===== config.mk =====
export PLATFORM = sky130hd
export DESIGN_NAME = lif_neuron_flat
export DESIGN_NICKNAME = d
export VERILOG_FILES = /design/src/rtl/snn_pkg.sv /design/src/rtl/lif_neuron_if.sv /design/src/rtl/snn_weighted_sum.sv /design/src/rtl/lif_neuron.sv /design/src/flat_wrapper.sv
export SDC_FILE = /design/constraint.sdc
export NUM_CORES = 1
export LEC_CHECK = 0
export BUFFER_PORTS_ARGS = -buffer_cell sky130_fd_sc_hd__buf_2
export CORE_ASPECT_RATIO = 0.8
export CORE_MARGIN = 10
export CORE_UTILIZATION = 25
export CTS_CLUSTER_DIAMETER = 30
export DETAILED_ROUTE_END_ITERATION = 10
export GPL_ROUTABILITY_DRIVEN = 0
export PLACE_DENSITY = 0.47
export SLEW_MARGIN = 20
export SYNTH_ARGS = -nofsm -noshare
export SYNTH_HDL_FRONTEND = slang
export SYNTH_SLANG_ARGS = --single-unit

===== constraint.sdc =====
create_clock -name clk -period 6.8 [get_ports clk]
set_clock_uncertainty 0.15 [all_clocks]
set_input_delay 1.36 -clock clk [delete_from_list [all_inputs] [get_ports clk]]
set_output_delay 1.36 -clock clk [all_outputs]
set_load 0.05 [all_outputs]

===== src/rtl/snn_pkg.sv =====
`default_nettype none
// ============================================================================
//  Module      : snn_pkg
//  Description : Shared constants, width helper and weight-vector type for
//                the spiking neural network column (neurons, array, STDP).
//  Revision    : 1.0 - initial release
// ============================================================================
package snn_pkg;

  // Width of an unsigned weighted spike sum over rf synapses of wbits each.
  // The worst case rf * (2^wbits - 1) always fits in this width.
  function automatic int sum_bits(input int rf, input int wbits);
    return wbits + $clog2(rf + 1);
  endfunction

  // Default column geometry
  localparam int c_def_rf       = 16;
  localparam int c_def_wbits    = 3;
  localparam int c_def_pot_bits = 8;
  localparam int c_def_sum_bits = sum_bits(c_def_rf, c_def_wbits);
  localparam int c_def_v_bits   = c_def_pot_bits + c_def_sum_bits + 1;

  // Packed per-synapse weight vector, [synapse][weight bit]
  typedef logic [c_def_rf-1:0][c_def_wbits-1:0] weight_vec_t;

endpackage
`default_nettype wire


===== src/rtl/lif_neuron_if.sv =====
`default_nettype none
// ============================================================================
//  Module      : lif_neuron_if
//  Description : Step/spike bundle between a spike source and one LIF neuron.
//  Revision    : 1.0 - initial release
// ============================================================================
interface lif_neuron_if
  import snn_pkg::*;
#(
  parameter int RF       = c_def_rf,
  parameter int WBITS    = c_def_wbits,
  parameter int POT_BITS = c_def_pot_bits
);

  logic                          step_valid;
  logic [RF-1:0]                 spikes_in;
  logic [RF-1:0][WBITS-1:0]      weights;
  logic                          inhibit;
  logic                          spike_out;
  logic [POT_BITS-1:0]           potential;
  logic                          refractory;

  // Spike source / stimulus side
  modport master (
    output step_valid, spikes_in, weights, inhibit,
    input  spike_out, potential, refractory
  );

  // Neuron side
  modport slave (
    input  step_valid, spikes_in, weights, inhibit,
    output spike_out, potential, refractory
  );

endinterface
`default_nettype wire


===== src/rtl/snn_weighted_sum.sv =====
`default_nettype none
// ============================================================================
//  Module      : snn_weighted_sum
//  Description : Combinational adder tree computing sum(spikes_in[i]*w[i]).
//                Leaves are padded to a power of two with zeros.
//  Revision    : 1.0 - initial release
// ============================================================================
module snn_weighted_sum
  import snn_pkg::*;
#(
  parameter int RF       = c_def_rf,
  parameter int WBITS    = c_def_wbits,
  parameter int SUM_BITS = sum_bits(RF, WBITS)
) (
  input  wire logic [RF-1:0]            spikes_in,
  input  wire logic [RF-1:0][WBITS-1:0] weights,
  output logic      [SUM_BITS-1:0]      sum
);

  localparam int c_levels = $clog2(RF);
  localparam int c_leaves = 1 << c_levels;

  // Heap-ordered tree: node n has children 2n and 2n+1, leaves at c_leaves..
  logic [SUM_BITS-1:0] w_tree [1:2*c_leaves-1];

  // Gate each weight by its spike, then reduce pairwise towards the root
  always_comb begin
    for (int i = 0; i < c_leaves; i++) begin
      w_tree[c_leaves + i] = '0;
    end
    for (int i = 0; i < RF; i++) begin
      if (spikes_in[i]) begin
        w_tree[c_leaves + i] = SUM_BITS'(weights[i]);
      end
    end
    for (int n = c_leaves - 1; n >= 1; n--) begin
      w_tree[n] = w_tree[2*n] + w_tree[2*n + 1];
    end
  end

  assign sum = w_tree[1];

endmodule
`default_nettype wire


===== src/rtl/lif_neuron.sv =====
`default_nettype none
// ============================================================================
//  Module      : lif_neuron
//  Description : Two-stage leaky integrate-and-fire neuron. Stage 1 registers
//                the weighted spike sum; stage 2 integrates it into a
//                saturating membrane potential with leak, threshold fire,
//                refractory hold-off and lateral inhibit.
//  Revision    : 1.0 - initial release
// ============================================================================
module lif_neuron
  import snn_pkg::*;
#(
  parameter int RF        = c_def_rf,
  parameter int WBITS     = c_def_wbits,
  parameter int POT_BITS  = c_def_pot_bits,
  parameter int THRESHOLD = 8,
  parameter int LEAK      = 1,
  parameter int REFRAC    = 2
) (
  input  wire logic     clk,
  input  wire logic     rst,
  lif_neuron_if.slave   nif
);

  localparam int c_sum_bits = sum_bits(RF, WBITS);
  // One extra sign bit over potential+sum so the subtraction cannot wrap
  localparam int c_v_bits   = POT_BITS + c_sum_bits + 1;
  // A 1-bit counter that is never loaded keeps REFRAC = 0 legal
  localparam int c_ref_bits = (REFRAC > 0) ? $clog2(REFRAC + 1) : 1;

  localparam logic [c_ref_bits-1:0] c_refrac_load = c_ref_bits'(REFRAC);
  localparam logic [POT_BITS-1:0]   c_threshold   = POT_BITS'(THRESHOLD);
  localparam logic [c_v_bits-1:0]   c_leak        = c_v_bits'(LEAK);
  localparam logic [POT_BITS-1:0]   c_pot_max     = '1;

  logic [c_sum_bits-1:0]    w_sum;
  logic [c_sum_bits-1:0]    r_sum_q;
  logic                     r_s1_valid;
  logic [POT_BITS-1:0]      r_potential;
  logic [c_ref_bits-1:0]    r_ref_cnt;
  logic                     r_spike;
  logic signed [c_v_bits-1:0] w_v;
  logic [POT_BITS-1:0]      w_clamped;
  logic                     w_fire;
  logic                     w_ref_active;

  snn_weighted_sum #(
    .RF       (RF),
    .WBITS    (WBITS),
    .SUM_BITS (c_sum_bits)
  ) u_wsum (
    .spikes_in (nif.spikes_in),
    .weights   (nif.weights),
    .sum       (w_sum)
  );

  // Stage 1: capture the weighted sum on each time-step strobe
  always_ff @(posedge clk) begin
    if (rst) begin
      r_sum_q    <= '0;
      r_s1_valid <= 1'b0;
    end else begin
      r_s1_valid <= nif.step_valid;
      if (nif.step_valid) begin
        r_sum_q <= w_sum;
      end
    end
  end

  // Candidate potential: leak applied, clamped to [0, max], then compared
  always_comb begin
    w_v = $signed({{(c_v_bits - POT_BITS){1'b0}}, r_potential})
        + $signed({{(c_v_bits - c_sum_bits){1'b0}}, r_sum_q})
        - $signed(c_leak);
    if (w_v[c_v_bits-1]) begin
      w_clamped = '0;
    end else if (|w_v[c_v_bits-2:POT_BITS]) begin
      w_clamped = c_pot_max;
    end else begin
      w_clamped = w_v[POT_BITS-1:0];
    end
    w_fire = (w_clamped > c_threshold);
  end

  assign w_ref_active = (r_ref_cnt != '0);

  // Stage 2: refractory countdown, integrate/fire, inhibit overrides update
  always_ff @(posedge clk) begin
    if (rst) begin
      r_potential <= '0;
      r_ref_cnt   <= '0;
      r_spike     <= 1'b0;
    end else begin
      r_spike <= 1'b0;
      // The countdown runs on integrated steps even while inhibited
      if (r_s1_valid && w_ref_active) begin
        r_ref_cnt <= r_ref_cnt - c_ref_bits'(1);
      end
      if (nif.inhibit) begin
        r_potential <= '0;
      end else if (r_s1_valid) begin
        if (w_ref_active) begin
          r_potential <= '0;
        end else if (w_fire) begin
          r_spike     <= 1'b1;
          r_potential <= '0;
          r_ref_cnt   <= c_refrac_load;
        end else begin
          r_potential <= w_clamped;
        end
      end
    end
  end

  assign nif.spike_out  = r_spike;
  assign nif.potential  = r_potential;
  assign nif.refractory = w_ref_active;

endmodule
`default_nettype wire


===== src/flat_wrapper.sv =====
// flat-port wrapper written by rule: the top's interface ports become plain ports
module lif_neuron_flat import snn_pkg::*;
#(
  parameter int RF        = c_def_rf,
  parameter int WBITS     = c_def_wbits,
  parameter int POT_BITS  = c_def_pot_bits,
  parameter int THRESHOLD = 8,
  parameter int LEAK      = 1,
  parameter int REFRAC    = 2
)
  (clk, rst, nif_step_valid, nif_spikes_in, nif_weights, nif_inhibit, nif_spike_out, nif_potential, nif_refractory);
  lif_neuron_if #(.RF(RF), .WBITS(WBITS), .POT_BITS(POT_BITS)) nif_i ();
  input  wire logic clk;
  input  wire logic rst;
  input wire logic [$bits(nif_i.step_valid)-1:0] nif_step_valid;
  input wire logic [$bits(nif_i.spikes_in)-1:0] nif_spikes_in;
  input wire logic [$bits(nif_i.weights)-1:0] nif_weights;
  input wire logic [$bits(nif_i.inhibit)-1:0] nif_inhibit;
  output wire logic [$bits(nif_i.spike_out)-1:0] nif_spike_out;
  output wire logic [$bits(nif_i.potential)-1:0] nif_potential;
  output wire logic [$bits(nif_i.refractory)-1:0] nif_refractory;
  assign nif_i.step_valid = nif_step_valid;
  assign nif_i.spikes_in = nif_spikes_in;
  assign nif_i.weights = nif_weights;
  assign nif_i.inhibit = nif_inhibit;
  assign nif_spike_out = nif_i.spike_out;
  assign nif_potential = nif_i.potential;
  assign nif_refractory = nif_i.refractory;
  lif_neuron #(.RF(RF), .WBITS(WBITS), .POT_BITS(POT_BITS), .THRESHOLD(THRESHOLD), .LEAK(LEAK), .REFRAC(REFRAC)) u_core (.clk(clk), .rst(rst), .nif(nif_i));
endmodule

==> flow_summary.json <==
{
  "slew_headroom": 0.297,
  "wl_met2_um": 2990,
  "synth.distinct_cells": 56,
  "postSynthAreaPerCell_sq_um": 9.13,
  "tightest_slew_ns": 1.05,
  "crit_required_ns": 6.79,
  "ant_nets": 0,
  "syn_area_sq_um": 2890,
  "setup_viol": 0,
  "async_flop_share": 0,
  "post-place-ws_ns": 0.303,
  "hold_viol_final": 0,
  "synth_compound_area_frac": 0.128,
  "timing.fmax_mhz": 162,
  "fin_tns_setup_ns": 0,
  "drc_errors": 0,
  "hp-class": "flip-flop to flip-flop",
  "overflow": 0,
  "cts_setup_buffers": 0,
  "drive_gt1_frac": 0.243,
  "numClockSinks": 20,
  "dp_cells": 535,
  "drtIter0Drc": 72,
  "ir_drop_mv": 0.192,
  "cts_inserted_buffers": 3,
  "status": "finished, final reports clean",
  "yosys.area_share.simple": 0.192,
  "fp.coreArea_sq_um": 11400,
  "cts_tree": "done",
  "yosys_warnings": 0,
  "ys.flop_type": "dfxtp_1",
  "n_antenna_cell": 0,
  "p_leak_nw": 1.77,
  "dieArea_sq_um": 16300,
  "synth-xor-area-share": 0.0416,
  "synth-edff-count": 0,
  "io_pins": 78,
  "post_cts_resized": 0,
  "vias": 2337,
  "grt_usage": 0.0794,
  "cts_root_buf": "clkbuf_16",
  "antenna_found_initial": 0,
  "drt-vias-per-instance": 4.34,
  "insertion_delay_ns": 0.25,
  "clk_pin_slew_ns": 0.06,
  "p_per_area_nw_per_um2": 348,
  "maxSlewViolCount": 0,
  "ctsHoldBuffers": 0,
  "finalNonFillerCells": 539,
  "rsz0062_at_grt": "false",
  "htree_levels": 1,
  "wl_um": 6780,
  "syn_to_final_growth_pct": 21.3,
  "num_rows": 35,
  "nNetsFinal": 527,
  "grt_max_degree": 15,
  "holdWs_ns": 0.341,
  "grt_pass1_vias": 2362,
  "fin_crit_sh": 0.908,
  "path_max_fanout": 3,
  "io_buffers": 77,
  "wl_per_cell_um": 12.6,
  "dp_hpwl_um": 6230,
  "dieHeight_um": 116,
  "critPathKind": "primary input to flip-flop",
  "firstDrtPassIters": 4,
  "synthAdderAreaFrac": 0.394,
  "ys_seq_area_frac": 0.139,
  "finalPower_mw": 1.22,
  "netlist_instances": 316,
  "synth_top_family_by_area": "adder cells",
  "initial_core_util": 0.254,
  "syn_nets": 451,
  "end_kind": "flip-flop",
  "maxCapViolCount": 0,
  "critPathLaunchType": "primary input",
  "wl_met1_um": 3440,
  "cp.arrival_ns": 6.16,
  "highest_layer": "met4",
  "muxShareOfSynthArea": 0.0208,
  "nFillCells": 1239,
  "setup_ws_ns": 0.626,
  "dr_wl_met3_um": 313,
  "die_w_um": 140,
  "period_minus_slack_ns": 6.17,
  "synth_seq_cells": 20,
  "clock_path_buffers": 2,
  "grt_pass1_wl_um": 10900
}
power by group:
group | switching (mW) | internal [mW] | total [mW]
clock network | 0.0444 | 0.0897 | 0.134
logic | 0.502 | 0.437 | 0.940
registers | 0.0101 | 0.136 | 0.146
total | 0.557 | 0.663 | 1.22
worst paths after layout:
| path | endpoint | slack (ns) | start | cells after the start |
|---|---|---|---|---|
| worst max-delay path | u_core.r_sum_q[6] | 0.63 | nif_spikes_in[13] | 21 |
| worst min register to register | u_core.nif.potential[5] | 0.34 | u_core.nif.potential[5] | 1 |
| worst min-delay path | u_core.nif.potential[5] | 0.34 | u_core.nif.potential[5] | 1 |
| worst max register to register | u_core.r_ref_cnt[0] | 2.98 | u_core.nif.potential[0] | 13 |
through the flow:
step | cell area (sq um) | utilization
finish | 3500 | 0.307
global route | 3500 | 0.307
CTS | 3500 | 0.307
detailed placement | 3410 | 0.300
global placement | 3410 | 0.300
floorplan | 2890 | -
worst max-delay path, stage by stage:
cell and delay [ns]:
buf_2 0.09, nand2_1 0.07, fa_1 0.53, inv_1 0.06, fa_1 0.52, fa_1 0.55
inv_1 0.05, fa_1 0.52, inv_1 0.05, fa_1 0.53, inv_1 0.05, fa_1 0.53
inv_1 0.06, ha_1 0.29, a21o_1 0.15, a21oi_1 0.23, o21bai_1 0.09, a21oi_1 0.17
xnor2_1 0.08, mux2i_1 0.12, nor2_1 0.05
flip-flops by register name, indices dropped and copies added, names as in the netlist:
signal	flops
u_core.nif.spike_out	1
u_core.r_s1_valid	1
u_core.r_sum_q	8
u_core.nif.potential	8
u_core.r_ref_cnt	2
kinds of logic after synthesis:
logic type	Yosys count
AND/OR/NAND/NOR	106
adder cells (fa/ha/maj)	67
buffers and inverters	59
AO/OA/AOI/OAI	46
flip-flops	20
XOR/XNOR	12
multiplexers	6
cell usage in the layout, fill, tap and decap left out, types with 2 or more instances in the layout:
master	n
nand3_1	2
nor2b_1	3
a21oi_1	10
clkbuf_16	3
buf_2	77
a21o_1	5
and2_1	20
nor3b_1	2
nand2b_1	4
fa_1	40
o211ai_1	2
a22o_1	2
dfxtp_1	20
a31oi_1	2
xnor2_1	10
a21o_2	2
a21oi_2	2
mux2i_1	6
nand2_1	37
a2111o_1	2
nor3_1	5
o21ai_0	3
nor2_1	18
ha_1	27
inv_1	53
nor4_1	3
area by class of cell:
type	count	area (sq um)	area share
multi-input cells	237	2240	0.640
flip-flops and latches	20	400	0.114
clock buffers	4	88.8	0.0254
inverters	53	199	0.0568
repair buffers	77	385	0.110
well taps	148	185	0.0529
synthesized netlist by cell type, drive strengths merged (2+ instances only):
library cell | number | area share
ha | 27 | 0.12
a2111o | 2 | 0.0078
buf | 3 | 0.012
o21ai | 4 | 0.0082
nor4 | 3 | 0.0065
inv | 53 | 0.069
nand2b | 4 | 0.0087
a21oi | 13 | 0.029
nand3 | 3 | 0.0069
a22o | 2 | 0.0061
a311oi | 2 | 0.0082
dfxtp | 20 | 0.14
a31oi | 2 | 0.0043
xnor2 | 10 | 0.030
o211ai | 2 | 0.0052
and2 | 20 | 0.043
nor2 | 18 | 0.023
nand2 | 37 | 0.048
nor3 | 5 | 0.0087
a32o | 2 | 0.0074
fa | 40 | 0.28
nor3b | 2 | 0.0052
nor2b | 4 | 0.011
clkbuf | 3 | 0.0039
mux2i | 6 | 0.021
a21o | 7 | 0.019
routing by layer:
layer | vias to the layer above | GRT usage
li1 | 1187 | -
met3 | 7 | 0.0232
met1 | 1098 | 0.114
met5 | - | 0
met4 | 0 | 0.00893
met2 | 45 | 0.117
Note: power is estimated with default switching activity, not from simulation.
